--- config.mk ---
export PLATFORM = sky130hd
export DESIGN_NAME = exception_controller_flat
export DESIGN_NICKNAME = d
export VERILOG_FILES = /design/src/rtl/exc_pkg.sv /design/src/rtl/exception_controller_if.sv /design/src/rtl/exc_oldest_sel.sv /design/src/rtl/exception_controller.sv /design/src/flat_wrapper.sv
export SDC_FILE = /design/constraint.sdc
export NUM_CORES = 1
export LEC_CHECK = 0
export CAP_MARGIN = 20
export CORE_ASPECT_RATIO = 0.6
export CORE_UTILIZATION = 30
export DETAILED_ROUTE_END_ITERATION = 6
export HOLD_SLACK_MARGIN = 0.06
export SETUP_SLACK_MARGIN = 0.3
export SLEW_MARGIN = 20
export SYNTH_ARGS = -nofsm -noshare
export SYNTH_HDL_FRONTEND = slang
export SYNTH_HIERARCHICAL = 1
export SYNTH_SLANG_ARGS = --single-unit
--- constraint.sdc ---
create_clock -name clk -period 8.8 [get_ports clk]
set_input_delay 2.64 -clock clk [delete_from_list [all_inputs] [get_ports clk]]
set_output_delay 2.64 -clock clk [all_outputs]
set_load 0.02 [all_outputs]
--- src/rtl/exc_pkg.sv ---
// Shared constants, cause encodings and state type for the exception controller.
package exc_pkg;

   localparam int NUM_SRC = 4;

   // Handler entry points, zero-extended to the PC width at the point of use
   localparam logic [15:0] VEC_ILLEGAL = 16'h02BC;
   localparam logic [15:0] VEC_LS      = 16'h02E4;
   localparam logic [15:0] VEC_DIV0    = 16'h030C;
   localparam logic [15:0] VEC_ADDR    = 16'h0334;

   // Cause encoding equals the source index; lower index wins age ties
   localparam logic [1:0] CAUSE_ILLEGAL = 2'd0;
   localparam logic [1:0] CAUSE_LS      = 2'd1;
   localparam logic [1:0] CAUSE_DIV0    = 2'd2;
   localparam logic [1:0] CAUSE_ADDR    = 2'd3;

   typedef enum logic [1:0] {
      ST_IDLE    = 2'd0,
      ST_PENDING = 2'd1,
      ST_FLUSH   = 2'd2,
      ST_HANDLER = 2'd3
   } exc_state_e;

   // Maps a cause code onto its handler vector
   function automatic logic [15:0] cause_vector(input logic [1:0] cause_code);
      logic [15:0] vec;
      case (cause_code)
         CAUSE_ILLEGAL: vec = VEC_ILLEGAL;
         CAUSE_LS:      vec = VEC_LS;
         CAUSE_DIV0:    vec = VEC_DIV0;
         default:       vec = VEC_ADDR;
      endcase
      return vec;
   endfunction

endpackage

--- src/rtl/exception_controller_if.sv ---
// Bundle of exception reports, commit/recovery information and redirect outputs.
interface exception_controller_if #(
   parameter int INST_NUM_W = 8,
   parameter int PC_W       = 32
);

   logic [3:0]              src_valid;
   logic [4*INST_NUM_W-1:0] src_inst_num;
   logic [4*PC_W-1:0]       src_pc;
   logic                    commit_valid;
   logic [INST_NUM_W-1:0]   commit_inst_num;
   logic                    mispredict_valid;
   logic [INST_NUM_W-1:0]   mispredict_inst_num;
   logic                    eret_valid;

   logic                    flush;
   logic                    redirect_valid;
   logic [PC_W-1:0]         redirect_pc;
   logic [PC_W-1:0]         epc;
   logic [1:0]              cause;
   logic                    exc_busy;
   logic                    double_fault;

   // Pipeline side: reports exceptions and commit progress, consumes redirects
   modport master (
      output src_valid, src_inst_num, src_pc,
      output commit_valid, commit_inst_num,
      output mispredict_valid, mispredict_inst_num,
      output eret_valid,
      input  flush, redirect_valid, redirect_pc, epc, cause, exc_busy, double_fault
   );

   // Controller side
   modport slave (
      input  src_valid, src_inst_num, src_pc,
      input  commit_valid, commit_inst_num,
      input  mispredict_valid, mispredict_inst_num,
      input  eret_valid,
      output flush, redirect_valid, redirect_pc, epc, cause, exc_busy, double_fault
   );

endinterface

--- src/rtl/exc_oldest_sel.sv ---
// Picks the oldest valid candidate relative to a reference instruction number.
// Ages wrap modulo 2^INST_NUM_W; on equal age the lowest candidate index wins.
module exc_oldest_sel #(
   parameter int INST_NUM_W = 8,
   parameter int PC_W       = 32
) (
   input  logic [3:0]              cand_valid,
   input  logic [4*INST_NUM_W-1:0] cand_inst_num,
   input  logic [4*PC_W-1:0]       cand_pc,
   input  logic [INST_NUM_W-1:0]   ref_inst_num,
   output logic                    sel_valid,
   output logic [1:0]              sel_idx,
   output logic [INST_NUM_W-1:0]   sel_inst_num,
   output logic [PC_W-1:0]         sel_pc
);

   logic [INST_NUM_W-1:0] cand_age [4];
   logic [INST_NUM_W-1:0] best_age;

   // Age of each candidate as a plain wrapping subtract from the reference
   always_comb begin
      for (int i = 0; i < 4; i++) begin
         cand_age[i] = cand_inst_num[i*INST_NUM_W +: INST_NUM_W] - ref_inst_num;
      end
   end

   // Scan in priority order; strict less-than keeps the earlier index on a tie
   always_comb begin
      sel_valid    = 1'b0;
      sel_idx      = '0;
      sel_inst_num = '0;
      sel_pc       = '0;
      best_age     = '0;
      for (int i = 0; i < 4; i++) begin
         if (cand_valid[i] && (!sel_valid || (cand_age[i] < best_age))) begin
            sel_valid    = 1'b1;
            sel_idx      = 2'(i);
            best_age     = cand_age[i];
            sel_inst_num = cand_inst_num[i*INST_NUM_W +: INST_NUM_W];
            sel_pc       = cand_pc[i*PC_W +: PC_W];
         end
      end
   end

endmodule

--- src/rtl/exception_controller.sv ---
// Holds the oldest pending exception, flushes and redirects to its handler once
// it commits, and masks new reports until ERET returns fetch to the saved EPC.
module exception_controller
   import exc_pkg::*;
#(
   parameter int INST_NUM_W = 8,
   parameter int PC_W       = 32
) (
   input logic                   clk,
   input logic                   rst_n,
   exception_controller_if.slave bus
);

   exc_state_e            state_q, state_d;

   logic                  pend_valid_q, pend_valid_d;
   logic [INST_NUM_W-1:0] pend_inst_q, pend_inst_d;
   logic [PC_W-1:0]       pend_pc_q, pend_pc_d;
   logic [1:0]            pend_cause_q, pend_cause_d;

   logic                  flush_q, flush_d;
   logic                  redirect_valid_q, redirect_valid_d;
   logic [PC_W-1:0]       redirect_pc_q, redirect_pc_d;
   logic [PC_W-1:0]       epc_q, epc_d;
   logic [1:0]            cause_q, cause_d;
   logic                  busy_q, busy_d;
   logic                  double_fault_q, double_fault_d;

   logic [INST_NUM_W-1:0] src_age [4];
   logic [INST_NUM_W-1:0] mp_age;
   logic [INST_NUM_W-1:0] pend_age;
   logic [3:0]            src_alive;
   logic                  pend_keep;
   logic                  commit_hit;

   logic                  src_sel_valid;
   logic [1:0]            src_sel_idx;
   logic [INST_NUM_W-1:0] src_sel_inst;
   logic [PC_W-1:0]       src_sel_pc;

   logic                  merge_valid;
   logic [1:0]            merge_idx;
   logic [INST_NUM_W-1:0] merge_inst;
   logic [PC_W-1:0]       merge_pc;
   logic [1:0]            merge_cause;

   // Mispredict filtering: anything younger than the branch is killed this cycle
   always_comb begin
      mp_age     = bus.mispredict_inst_num - bus.commit_inst_num;
      pend_age   = pend_inst_q - bus.commit_inst_num;
      pend_keep  = pend_valid_q && !(bus.mispredict_valid && (pend_age > mp_age));
      commit_hit = bus.commit_valid && pend_valid_q && (bus.commit_inst_num == pend_inst_q);
      for (int i = 0; i < 4; i++) begin
         src_age[i]   = bus.src_inst_num[i*INST_NUM_W +: INST_NUM_W] - bus.commit_inst_num;
         src_alive[i] = bus.src_valid[i] && !(bus.mispredict_valid && (src_age[i] > mp_age));
      end
   end

   exc_oldest_sel #(
      .INST_NUM_W (INST_NUM_W),
      .PC_W       (PC_W)
   ) u_src_sel (
      .cand_valid    (src_alive),
      .cand_inst_num (bus.src_inst_num),
      .cand_pc       (bus.src_pc),
      .ref_inst_num  (bus.commit_inst_num),
      .sel_valid     (src_sel_valid),
      .sel_idx       (src_sel_idx),
      .sel_inst_num  (src_sel_inst),
      .sel_pc        (src_sel_pc)
   );

   // Pending entry sits in slot 0 so it survives an equal-age challenger
   exc_oldest_sel #(
      .INST_NUM_W (INST_NUM_W),
      .PC_W       (PC_W)
   ) u_merge_sel (
      .cand_valid    ({2'b00, src_sel_valid, pend_keep}),
      .cand_inst_num ({{(2*INST_NUM_W){1'b0}}, src_sel_inst, pend_inst_q}),
      .cand_pc       ({{(2*PC_W){1'b0}}, src_sel_pc, pend_pc_q}),
      .ref_inst_num  (bus.commit_inst_num),
      .sel_valid     (merge_valid),
      .sel_idx       (merge_idx),
      .sel_inst_num  (merge_inst),
      .sel_pc        (merge_pc)
   );

   assign merge_cause = (merge_idx == 2'd0) ? pend_cause_q : src_sel_idx;

   // Next-state and next-output decisions for the exception sequence
   always_comb begin
      state_d          = state_q;
      pend_valid_d     = pend_valid_q;
      pend_inst_d      = pend_inst_q;
      pend_pc_d        = pend_pc_q;
      pend_cause_d     = pend_cause_q;
      flush_d          = 1'b0;
      redirect_valid_d = 1'b0;
      redirect_pc_d    = redirect_pc_q;
      epc_d            = epc_q;
      cause_d          = cause_q;
      busy_d           = 1'b0;
      double_fault_d   = double_fault_q;

      case (state_q)
         ST_IDLE, ST_PENDING: begin
            if ((state_q == ST_PENDING) && commit_hit) begin
               state_d          = ST_FLUSH;
               flush_d          = 1'b1;
               redirect_valid_d = 1'b1;
               redirect_pc_d    = PC_W'(cause_vector(pend_cause_q));
               epc_d            = pend_pc_q;
               cause_d          = pend_cause_q;
               pend_valid_d     = 1'b0;
            end else if (merge_valid) begin
               state_d      = ST_PENDING;
               pend_valid_d = 1'b1;
               pend_inst_d  = merge_inst;
               pend_pc_d    = merge_pc;
               pend_cause_d = merge_cause;
            end else begin
               state_d      = ST_IDLE;
               pend_valid_d = 1'b0;
            end
         end

         ST_FLUSH: begin
            state_d = ST_HANDLER;
            busy_d  = 1'b1;
         end

         ST_HANDLER: begin
            busy_d = 1'b1;
            if (|bus.src_valid) begin
               double_fault_d = 1'b1;
            end
            if (bus.eret_valid) begin
               state_d          = ST_IDLE;
               busy_d           = 1'b0;
               redirect_valid_d = 1'b1;
               redirect_pc_d    = epc_q;
            end
         end

         default: begin
            state_d      = ST_IDLE;
            pend_valid_d = 1'b0;
         end
      endcase
   end

   // State, pending entry and registered outputs
   always_ff @(posedge clk or negedge rst_n) begin
      if (!rst_n) begin
         state_q          <= ST_IDLE;
         pend_valid_q     <= 1'b0;
         pend_inst_q      <= '0;
         pend_pc_q        <= '0;
         pend_cause_q     <= '0;
         flush_q          <= 1'b0;
         redirect_valid_q <= 1'b0;
         redirect_pc_q    <= '0;
         epc_q            <= '0;
         cause_q          <= '0;
         busy_q           <= 1'b0;
         double_fault_q   <= 1'b0;
      end else begin
         state_q          <= state_d;
         pend_valid_q     <= pend_valid_d;
         pend_inst_q      <= pend_inst_d;
         pend_pc_q        <= pend_pc_d;
         pend_cause_q     <= pend_cause_d;
         flush_q          <= flush_d;
         redirect_valid_q <= redirect_valid_d;
         redirect_pc_q    <= redirect_pc_d;
         epc_q            <= epc_d;
         cause_q          <= cause_d;
         busy_q           <= busy_d;
         double_fault_q   <= double_fault_d;
      end
   end

   assign bus.flush          = flush_q;
   assign bus.redirect_valid = redirect_valid_q;
   assign bus.redirect_pc    = redirect_pc_q;
   assign bus.epc            = epc_q;
   assign bus.cause          = cause_q;
   assign bus.exc_busy       = busy_q;
   assign bus.double_fault   = double_fault_q;

endmodule

--- src/flat_wrapper.sv ---
// flat-port wrapper written by rule: the top's interface ports become plain ports
module exception_controller_flat import exc_pkg::*;
#(
   parameter int INST_NUM_W = 8,
   parameter int PC_W       = 32
)
  (clk, rst_n, bus_src_valid, bus_src_inst_num, bus_src_pc, bus_commit_valid, bus_commit_inst_num, bus_mispredict_valid, bus_mispredict_inst_num, bus_eret_valid, bus_flush, bus_redirect_valid, bus_redirect_pc, bus_epc, bus_cause, bus_exc_busy, bus_double_fault);
  exception_controller_if #(.INST_NUM_W(INST_NUM_W), .PC_W(PC_W)) bus_i ();
  input logic clk;
  input logic rst_n;
  input wire logic [$bits(bus_i.src_valid)-1:0] bus_src_valid;
  input wire logic [$bits(bus_i.src_inst_num)-1:0] bus_src_inst_num;
  input wire logic [$bits(bus_i.src_pc)-1:0] bus_src_pc;
  input wire logic [$bits(bus_i.commit_valid)-1:0] bus_commit_valid;
  input wire logic [$bits(bus_i.commit_inst_num)-1:0] bus_commit_inst_num;
  input wire logic [$bits(bus_i.mispredict_valid)-1:0] bus_mispredict_valid;
  input wire logic [$bits(bus_i.mispredict_inst_num)-1:0] bus_mispredict_inst_num;
  input wire logic [$bits(bus_i.eret_valid)-1:0] bus_eret_valid;
  output wire logic [$bits(bus_i.flush)-1:0] bus_flush;
  output wire logic [$bits(bus_i.redirect_valid)-1:0] bus_redirect_valid;
  output wire logic [$bits(bus_i.redirect_pc)-1:0] bus_redirect_pc;
  output wire logic [$bits(bus_i.epc)-1:0] bus_epc;
  output wire logic [$bits(bus_i.cause)-1:0] bus_cause;
  output wire logic [$bits(bus_i.exc_busy)-1:0] bus_exc_busy;
  output wire logic [$bits(bus_i.double_fault)-1:0] bus_double_fault;
  assign bus_i.src_valid = bus_src_valid;
  assign bus_i.src_inst_num = bus_src_inst_num;
  assign bus_i.src_pc = bus_src_pc;
  assign bus_i.commit_valid = bus_commit_valid;
  assign bus_i.commit_inst_num = bus_commit_inst_num;
  assign bus_i.mispredict_valid = bus_mispredict_valid;
  assign bus_i.mispredict_inst_num = bus_mispredict_inst_num;
  assign bus_i.eret_valid = bus_eret_valid;
  assign bus_flush = bus_i.flush;
  assign bus_redirect_valid = bus_i.redirect_valid;
  assign bus_redirect_pc = bus_i.redirect_pc;
  assign bus_epc = bus_i.epc;
  assign bus_cause = bus_i.cause;
  assign bus_exc_busy = bus_i.exc_busy;
  assign bus_double_fault = bus_i.double_fault;
  exception_controller #(.INST_NUM_W(INST_NUM_W), .PC_W(PC_W)) u_core (.clk(clk), .rst_n(rst_n), .bus(bus_i));
endmodule
==> impl_metrics.yaml <==
cts:
  cts.path.max_buffers: 2
  ctsHtreeMaxLevel: 4
  numCtsBuffers: 17
  tritoncts: "yes"
  clkSlewWorstSetupHoldPaths_ns: 0.06
  holdBufCountCts: 0
  worstSkewPairLatency_ns: 0.42
  clockRootBuffer: "clkbuf_16"
  cts_sinks: 115
timing:
  maxSlewHeadroom: -3.397
  period_minus_slack_ns: 12.31
  hold_violations: 0
  grt_setup_unrepaired: "yes"
  worst_slew_pin_slew_ns: 6.595
  setup_violations: 42
  fin_ws_ns: -3.509
  fmax_mhz: 81.24
  fin_crit_sh: 1.399
  skew_ns: 0.01029
  report.final.slew_viol_count: 132
route:
  drt_drc_violations_left: 0
  drt_iter0_markers: 931
  via_count: 14320
  detail-route-antenna-nets: 0
  avgViaCountPerCell: 4.962
  wl_per_cell_um: 17.90
  dr.pass1.iters: 5
  wirelength_um: 51660
placed_design:
  port_buffers: 254
  dp_hpwl_um: 40890
  gp_congestion: 0.9382
grt:
  grt_overflow: 0
  antenna_found_initial: 3
  grt_max_degree: 89
  grt_pass1_wl_um: 80000
  grt_pass1_vias: 14330
  track_usage: 0.2156
layout:
  area_delta_synth_final_pct: 49.79
  drive_above_1_share: 0.2859
  fin_nets: 2618
  fillers: 4459
  diodes: 0
  post-route-util: 0.4554
power_and_ir_drop:
  intPower_mw: 5.812
  powerDensity_nw_per_um2: 496.5
  p_comb_frac: 0.836
  p_sw_mw: 4.647
  clockPowerShare: 0.076
  switching_share: 0.4443
  report.power.total_mw: 10.46
  peakVddDrop_mv: 0.6833
  power_frac_seq: 0.088
  p_leak_nw: 9.891
die:
  start_util: 0.3040
  rows: 61
  die_y_um: 169.7
  die-area_um2: 47770
  pin_count: 255
  coreArea_um2: 46250
  die_x_um: 281.5
worst_setup_path:
  endpoint_kind: "flip-flop"
  cp_slowest_cell: "fa_2"
  cp.required_ns: 9.11
  crit_path_max_fanout: 26
  worstPathArrival_ns: 12.62
  cp-start-kind: "input pin"
  path_class: "in -> reg"
  critPathMaxStageDelay_ns: 0.34
yosys:
  synth.top_cell.area_share: 0.2046
  ys_seq_elements: 115
  synth.avg_cell_area_um2: 8.569
  syn_inst: 1641
  synth_warnings: 6
  synthTopCellsByCount: "nand2_1, ha_1, a21oi_1"
  ys_types: 75
  synth_area_um2: 14060
  async_flop_share: 1.000
  yosysMostFrequentCell: "nand2_1"
  ys_seq_area_frac: 0.2046
  synth_edf_count: 0
  yosys-top-cells-area: "dfrtp_1, ha_1, mux2_4"
  synthFlopType: "dfrtp_1"
  synth_top_cell_by_area: "dfrtp_1"
outcome:
  failed_checks: "slew limit, setup timing"
  status: "complete, but fails checks"
hold_path:
  hp-class: "reg -> reg"
flow_run:
  cap_violations: 0
==> routing by layer <==
layer,GRT usage,part of all wire,vias up
met3,0.03387,0.056,30
met1,0.3137,0.49,6910
met4,0.03733,0.011,0
li1,-,-,7009
met5,0,0,-
met2,0.3360,0.44,371
==> layout make-up <==
class | count | area, um^2 | area share
multi-input combinational | 1459 | 11450 | 0.5435
timing repair buffer | 559 | 4931 | 0.2341
sequential | 115 | 2878 | 0.1366
tap | 630 | 788.3 | 0.03742
clock buffer | 17 | 425.4 | 0.02020
inverter | 91 | 352.8 | 0.01675
clock inverter | 15 | 240.2 | 0.01140
==> power groups by stage <==
stage / Clock (mW) / Sequential (mW) / Combinational, mW
after floorplan: 0 / 0.970 / 6.08
final: 0.794 / 0.923 / 8.74
after detailed placement: 0 / 0.940 / 7.74
after CTS: 0.809 / 0.932 / 8.35
after global placement: 0 / 0.933 / 7.52
after global routing: 0.831 / 0.947 / 9.32
==> registers in the layout (all words and copies together), names as in the netlist <==
name / count
u_core/pend_cause_q: 2
u_core/pend_inst_q: 8
u_core/bus.exc_busy: 1
u_core/pend_valid_q: 1
u_core/bus.flush: 1
u_core/bus.redirect_valid: 1
u_core/bus.redirect_pc: 32
u_core/bus.epc: 32
u_core/bus.cause: 2
u_core/pend_pc_q: 32
u_core/bus.double_fault: 1
u_core/state_q: 2
==> kinds of logic after synthesis <==
family / after synthesis / synth area share
multiplexers: 166 / 0.1511
buffers and inverters: 171 / 0.05436
AO/OA/AOI/OAI: 444 / 0.1910
flip-flops: 115 / 0.2046
AND/OR/NAND/NOR: 465 / 0.1656
other: 1 / 0.0002667
XOR/XNOR: 89 / 0.05650
adder cells (fa/ha/maj): 190 / 0.1765
==> per-stage QoR <==
step           hold slack, ns  TNS (ns)  cells  area (um^2)  setup WS, ns
2_1_floorplan          0.4883   -168.40   1743        14630        -4.060
3_3_place_gp           0.4510   -180.00   2808        19470        -4.341
3_5_place_dp           0.4549   -189.10   2808        19470        -4.580
4_1_cts                0.4692   -139.42   2880        20770        -3.375
5_1_grt                0.4937   -167.15   2886        21060        -4.060
6_report               0.4656   -145.48   2886        21060        -3.509
==> repair_timing <==
item                       CTS  global route
buffers inserted            37             6
gates cloned                 3             0
gates resized for setup    128            59
pin swaps                   43            33
setup endpoints to repair   42            42
==> cell usage in the layout, fill, tap and decap left out, types with 13 or more instances in the layout <==
master           synthesis  routed
and3_1                  78      49
and3_4                   0      29
a21oi_1                169     129
nor2_1                  54      54
o21ai_0                127      86
clkdlybuf4s50_1          0     242
nand4_1                 13      13
xnor2_1                 56      55
buf_4                    3     288
a21o_1                  19      19
dfrtp_1                115     115
o21a_1                  24      24
mux2_2                  81      77
nor3_1                  21      20
o21ai_1                  4      40
inv_1                   90      80
xor2_1                  31      30
a21oi_2                  1      40
mux2_4                  71      79
clkbuf_16                0      17
conb_1                   1     103
nand2_1                179     179
nor2b_1                 25      23
ha_1                   176     163
o21bai_1                20      19
nand3_1                 39      38
==> worst max-delay path, delay by kind of cell <==
family | cells | cell delay (ns)
xor+xnor | 2 | 0.26
simple gates | 14 | 2.22
buf+inv | 9 | 1.05
fa+ha+maj | 8 | 2.17
mux | 4 | 0.85
compound gates | 22 | 3.43
==> final timing paths <==
path / cells past startpoint / slack (ns) / from / endpoint
min in group asynchronous: 1 / 2.25 / rst_n / u_core/bus.redirect_pc[13]
max in group asynchronous: 2 / 5.20 / rst_n / u_core/pend_pc_q[24]
worst min register to register: 2 / 0.47 / u_core/bus.redirect_pc[29] / u_core/bus.redirect_pc[29]
worst min-delay path: 2 / 0.47 / u_core/bus.redirect_pc[29] / u_core/bus.redirect_pc[29]
worst max-delay path: 59 / -3.51 / bus_commit_inst_num[1] / u_core/pend_pc_q[31]
worst max register to register: 26 / 3.19 / u_core/pend_inst_q[1] / u_core/pend_pc_q[31]
Power figures use the tool's default switching activity.
